## config.mk

```make
export PLATFORM = sky130hd
export DESIGN_NAME = mul_seq_shift_add
export DESIGN_NICKNAME = d
export VERILOG_FILES = /design/src/rtl/mul_seq_shift_add.sv
export SDC_FILE = /design/constraint.sdc
export NUM_CORES = 1
export LEC_CHECK = 0
export ABC_AREA = 1
export CORE_MARGIN = 5
export CORE_UTILIZATION = 50
export CTS_BUF_LIST = sky130_fd_sc_hd__clkbuf_4 sky130_fd_sc_hd__clkbuf_8
export CTS_CLUSTER_SIZE = 16
export DETAILED_ROUTE_END_ITERATION = 8
export PLACE_DENSITY = 0.83
export SLEW_MARGIN = 20
export SYNTH_ARGS = -nofsm -noshare
export SYNTH_HDL_FRONTEND = slang
export SYNTH_SLANG_ARGS = --single-unit
```

## constraint.sdc

```tcl
create_clock -name CLK -period 2.5 [get_ports CLK]
set_clock_uncertainty 0.2 [all_clocks]
set_input_delay 0.75 -clock CLK [delete_from_list [all_inputs] [get_ports CLK]]
set_output_delay 0.75 -clock CLK [all_outputs]
set_load 0.03 [all_outputs]
```

## src/rtl/mul_seq_shift_add.sv

```systemverilog
// Sequential shift-and-add unsigned multiplier controller driving an external WIDTH-bit adder.
// Optional MUL_ZERO_BYPASS_EN: zero operands skip RUN and go straight to FIN.
module mul_seq_shift_add #(
    parameter int WIDTH = 4,
    parameter int CNT_W = 3
) (
    input  logic               CLK,
    input  logic               RST,
    input  logic               START,
    input  logic [WIDTH-1:0]   X,
    input  logic [WIDTH-1:0]   Y,
    output logic               BUSY,
    output logic               DONE,
    output logic [2*WIDTH-1:0] PROD,
    output logic [WIDTH-1:0]   ADD_A,
    output logic [WIDTH-1:0]   ADD_B,
    output logic               ADD_P,
    input  logic [WIDTH-1:0]   ADD_S,
    input  logic               ADD_CO
);

    typedef enum logic [1:0] {IDLE, RUN, FIN} state_t;

    localparam logic [CNT_W-1:0] LAST = CNT_W'(WIDTH - 1);

    state_t             state;
    logic [WIDTH-1:0]   m;
    logic [WIDTH-1:0]   h;
    logic [WIDTH-1:0]   l;
    logic [CNT_W-1:0]   cnt;
    logic [2*WIDTH-1:0] shifted;
    logic               zero_op;

    // Carry-out lands in the top bit of H, so the full (WIDTH+1)-bit sum is kept.
    assign shifted = {ADD_CO, ADD_S, l[WIDTH-1:1]};

`ifdef MUL_ZERO_BYPASS_EN
    assign zero_op = (X == '0) || (Y == '0);
`else
    assign zero_op = 1'b0;
`endif

    always_comb begin
        ADD_A = '0;
        ADD_B = '0;
        ADD_P = 1'b0;
        if (state == RUN) begin
            ADD_A = h;
            ADD_B = l[0] ? m : '0;
        end
    end

    always_ff @(posedge CLK) begin
        if (RST) begin
            state <= IDLE;
            BUSY  <= 1'b0;
            DONE  <= 1'b0;
            PROD  <= '0;
            m     <= '0;
            h     <= '0;
            l     <= '0;
            cnt   <= '0;
        end else begin
            case (state)
                IDLE: begin
                    if (START) begin
                        m   <= X;
                        h   <= '0;
                        l   <= Y;
                        cnt <= '0;
                        if (zero_op) begin
                            state <= FIN;
                            DONE  <= 1'b1;
                            PROD  <= '0;
                        end else begin
                            state <= RUN;
                            BUSY  <= 1'b1;
                        end
                    end
                end
                RUN: begin
                    {h, l} <= shifted;
                    cnt    <= cnt + 1'b1;
                    if (cnt == LAST) begin
                        // Product is captured on FIN entry so it is valid alongside DONE.
                        state <= FIN;
                        BUSY  <= 1'b0;
                        DONE  <= 1'b1;
                        PROD  <= shifted;
                    end
                end
                FIN: begin
                    state <= IDLE;
                    DONE  <= 1'b0;
                end
                default: begin
                    state <= IDLE;
                    BUSY  <= 1'b0;
                    DONE  <= 1'b0;
                end
            endcase
        end
    end

endmodule

```

== Yosys cells after proc, flatten, opt, wreduce, memory -nomap -nowiden ==
Index checks and enable logic that the tools add are counted.
Word-level totals
  flip-flop bits (word level): 27
  output and inout port bits: 19
  logic and storage cells: 41
Operators by class
  $add $sub $neg: 1
  equal/unequal tests: 5
  multiplexer cells: 17
  bitwise operators: 2
  reductions and logical operators: 8
Operators with widths (count)
  two-way mux 4 bit: 5
  one-hot mux 4 bit (2 select lines): 2
  AND reduction 2 bit: 5
  one-hot mux 3 bit (2 select lines): 1
  two-way mux 2 bit: 2
  one-hot mux 2 bit (2 select lines): 1
  adder 3 x 1 -> 3 bit, second input constant: 1
  equality test 3 x 2 -> 1 bit, second input constant: 1
  two-way mux 1 bit: 3
  two-way mux 3 bit: 1
  one-hot mux 1 bit (3 select lines): 1
  AND reduction 3 bit: 1
  equality test 2 x 1 -> 1 bit, second input constant: 1
  equality test 2 bit, second input constant: 1
  zero test 2 bit: 1
  != test 2 x 1 -> 1 bit, second input constant: 1
  != test 2 bit, second input constant: 1
  NOT 1 bit: 2
  one-hot mux 1 bit (2 select lines): 1
  nonzero test 2 bit: 1

== Depth between registers and ports, before layout ==
  depth after elaboration: 3
  gate-level depth with buffers: 6
  gate-level depth less buffers: 6

== Least setup slack after synthesis ==
Ideal clock, no wire load.
  path type: reg2out
  start: reg state[1]
  end: out ADD_A[0]
  data arrival time: 1.185 ns
  data required time: 1.550 ns
  path slack: 0.365 ns
  stages on the path, launching flop included: 5
  buffers on the path: 1
  cells stage by stage: dfxtp_1 inv_1 nand2_1 buf_2 nor2_1
On the way
  cells in the longest elaborated chain, start to end: 2
RTL lines
  from (decl): line 26  | state_t state;
  from (signal assigned): line 55  | state <= IDLE;
  from (signal assigned): line 72  | state <= FIN;
  from (signal assigned): line 76  | state <= RUN;
  equality test 2 x 1 -> 1 bit: line 47  | if (state == RUN) begin
  two-way mux 4 bit: line 47
  to (decl): line 15  | output logic [WIDTH-1:0] ADD_A,
Every way passes these cells.

== Worst setup path after layout ==
  start: reg state[1]
  end: out ADD_B[0]
On the way
  cells in the longest elaborated chain, start to end: 2
RTL lines
  equality test 2 x 1 -> 1 bit: line 47
  two-way mux 4 bit: line 47
  to (decl): line 16  | output logic [WIDTH-1:0] ADD_B,
Every way passes these cells.

==> metrics.md <==
| Metric | Value |
|---|---|
| Met3 wire len | about 210 µm |
| Req. time, crit path | roughly 1600 ps |
| Met2 WL | roughly 1.3 mm |
| First-pass DRT Iterations | 4 |
| Lkg Pwr | 0.704 nW |
| Clock Sinks | 27 |
| Setup fix buffers added after clock tree synthesis | 0 |
| Routed wire length | around 2.8 mm |
| Die ar. | ~3400 µm² |
| Setup crit start kind | flip-flop |
| Uppermost layer routed | met4 |
| I/O pin total | 35 |
| Final period util | 0.971 |
| Syn nets | 180 |
| Worst setup EP type | output port |
| Worst vdd ir | approximately 300 µV |
| Dpl hpwl | ~2.1 mm |
| Proportion of layout cells with a drive suffix above 1 | 0.111 |
| Unique masters post-synth | 16 |
| RSZ-0062 raised after global routing | no |
| Drt initial violations | 21 |
| Synth top area share | 0.471 |
| Period minus WS final | between 2000 and 2500 ps |
| Top post-synthesis cells by count | nand2_1, nor2_1, dfxtp_1 |
| Antenna diodes | 0 |
| Worst setup path class | flip-flop to output port |
| R2R setup slack | 920 ps |
| Final GP Congestion | between 0.7 and 0.8 |
| EDFF count, synth | 0 |
| Largest net degree at the start of global routing | 19 |
| Yosys Warn Count | 0 |
| # fillers | 213 |
| Core Area | 2210 µm² |
| Critical Path Fanout Max | 9 |
| Worst path arrival time | between 1000 and 1500 ps |
| Fin Setup TNS | 0 ps |
| Clock Latency Late Sink | approximately 320 ps |
| Reg2reg end | PROD[3] |
| IO buf count | 33 |
| # Max-Cap Violations | 0 |
| Remaining antenna violation count | 0 |
| Reg2reg path depth | 6 |
| Status | completed |
| CTS root buffer | clkbuf_4 |
| Global-route wire length before repair | between 4 and 5 mm |
| Average size of a mapped cell | between 7 and 8 µm² |
| CTS tree | yes |
| Final Hold Viols | 0 |
| Worst-case clock buffer depth | 2 |
| Hold slack | roughly 270 ps |
| Drc violations | 0 |
| Yosys reg bits | 27 |
| Die Width | between 50 and 60 µm |
| RR Startpoint | state[0] |
| CTS H-tree depth | 1 |
| Via count | 1143 |
| Count leader, synth | nand2_1 |
| Top_reg_cell synth | dfxtp_1 |
| Async SR Flop Fraction | 0 |
| Total global routing overflow | 0 |
| Rows | 17 |
| Starting Density | 0.519 |
| Vias in the first global route | roughly 1200 |
| Initial antenna violation count | 0 |
| Overall die height | 57.9 µm |
| Max Freq | 0.412 GHz |
| Number of vias per cell | around 5.1 |
| Tightest Hold Check Type | flip-flop to flip-flop |
| Synth area leader | dfxtp_1 |
| Final setup vio count | 0 |
| Register area share after synthesis | 0.471 |
| Area contributors post-synth | dfxtp_1, nand2_1, nor2_1, nand3_1, inv_1 |
| Post-synthesis cell count | around 160 |
| Post-CTS Hold Buffers | 0 |
| Area growth syn-to-layout | 32.9% |
| Pwr Density | between 500 and 600 nW/µm² |
| WHS Path Cells | 2 |
| Hold Crit Start | l[3] |
| Routed len/inst | ~13 µm |
| CTS clk-pin slew, worst paths | 150 ps |
| Final #Nets | between 200 and 250 |
| Hold-critical path endpoint | PROD[2] |
| Metal-1 WL | between 1 and 1.5 mm |
| Total GRT Usage | 0.186 |
| Final slew viol count | 0 |
| Mapped Area | 1150 µm² |
| CTS Buf Count | 3 |
## placed cells by master (no fill, tap or decap)
cell             instances
o21ai_0                  6
inv_1                   14
dfxtp_1                 27
clkdlybuf4s50_1         25
nor2_4                   1
nor2_1                  28
nand2_4                  1
nand2_2                  1
clkinv_2                 1
a21oi_1                  9
clkbuf_4                 3
ha_1                     2
buf_4                   12
nand3b_1                 2
conb_1                   1
inv_2                    2
nor2_8                   1
nand2_1                 48
nand3_1                 14
## worst max-delay path by stage
stage                     startpoint  endpoint  slack [ps]  cells past startpoint
after floorplan             state[1]  ADD_A[0]         360                      4
after global placement         START      l[2]         420                      6
after detailed placement    state[1]  ADD_B[0]         370                      4
after CTS                   state[1]  ADD_B[0]          90                      4
after global routing        state[1]  ADD_A[1]           9                      4
final                       state[1]  ADD_B[0]          70                      4
## cells by family (layout without fill, tap and decap cells)
kind of cell	after synthesis	count (layout)	share of synthesized area
AO/OA/AOI/OAI	15	15	0.0654
adder cells (fa/ha/maj)	2	2	0.0218
buffers and inverters	21	57	0.0763
flip-flops	27	27	0.471
other	1	1	0.00326
AND/OR/NAND/NOR	96	96	0.363
## timing repair
| item | in CTS | in global routing |
|---|---|---|
| hold endpoints to repair | 0 | 0 |
| setup endpoints to repair | 1 | 0 |
| resized for setup | 1 | 0 |
## flip-flops by register name, summed over array words and instances, names as in the netlist
signal  count
PROD        8
state       2
cnt         3
BUSY        1
m           4
h           4
DONE        1
l           4
## cell type report
class / instances / area, µm² / area share
Inverter: 16 / 60.1 / 0.0393
Sequential cell: 27 / 541 / 0.354
Tap cell: 28 / 35.0 / 0.0230
Clock buffer: 3 / 22.5 / 0.0148
Multi-Input combinational cell: 114 / 523 / 0.343
Timing Repair Buffer: 37 / 340 / 0.223
Clock inverter: 1 / 5.00 / 0.00328
## worst max-delay path, cell delays in order (launching register included)
cell	delay, ps
dfxtp_1	380
inv_1	230
nand2_2	200
nor2_1	160
buf_4	180
## power breakdown
part           total [mW]  leakage (nW)  switching [mW]  internal [mW]
registers           0.465         0.221          0.0148          0.451
clock network       0.188        0.0177           0.128         0.0598
logic               0.124         0.466          0.0683         0.0553
## routing by layer
metal	track usage	vias to the layer above
met5	0	-
met4	0.0762	0
met3	0.0379	2
met2	0.318	38
met1	0.226	533
li1	-	570
## through the flow
stage	instance area, µm²	instances	power [mW]	setup slack, ps	utilization
global placement	1500	222	0.592	423	0.676
CTS	1530	226	0.777	92.5	0.690
global route	1530	226	0.821	8.81	0.690
finish	1530	226	0.777	72.0	0.690
floorplan	1150	162	0.545	365	-
detailed placement	1500	222	0.597	368	0.676
Note: power is estimated with default switching activity, not from simulation.
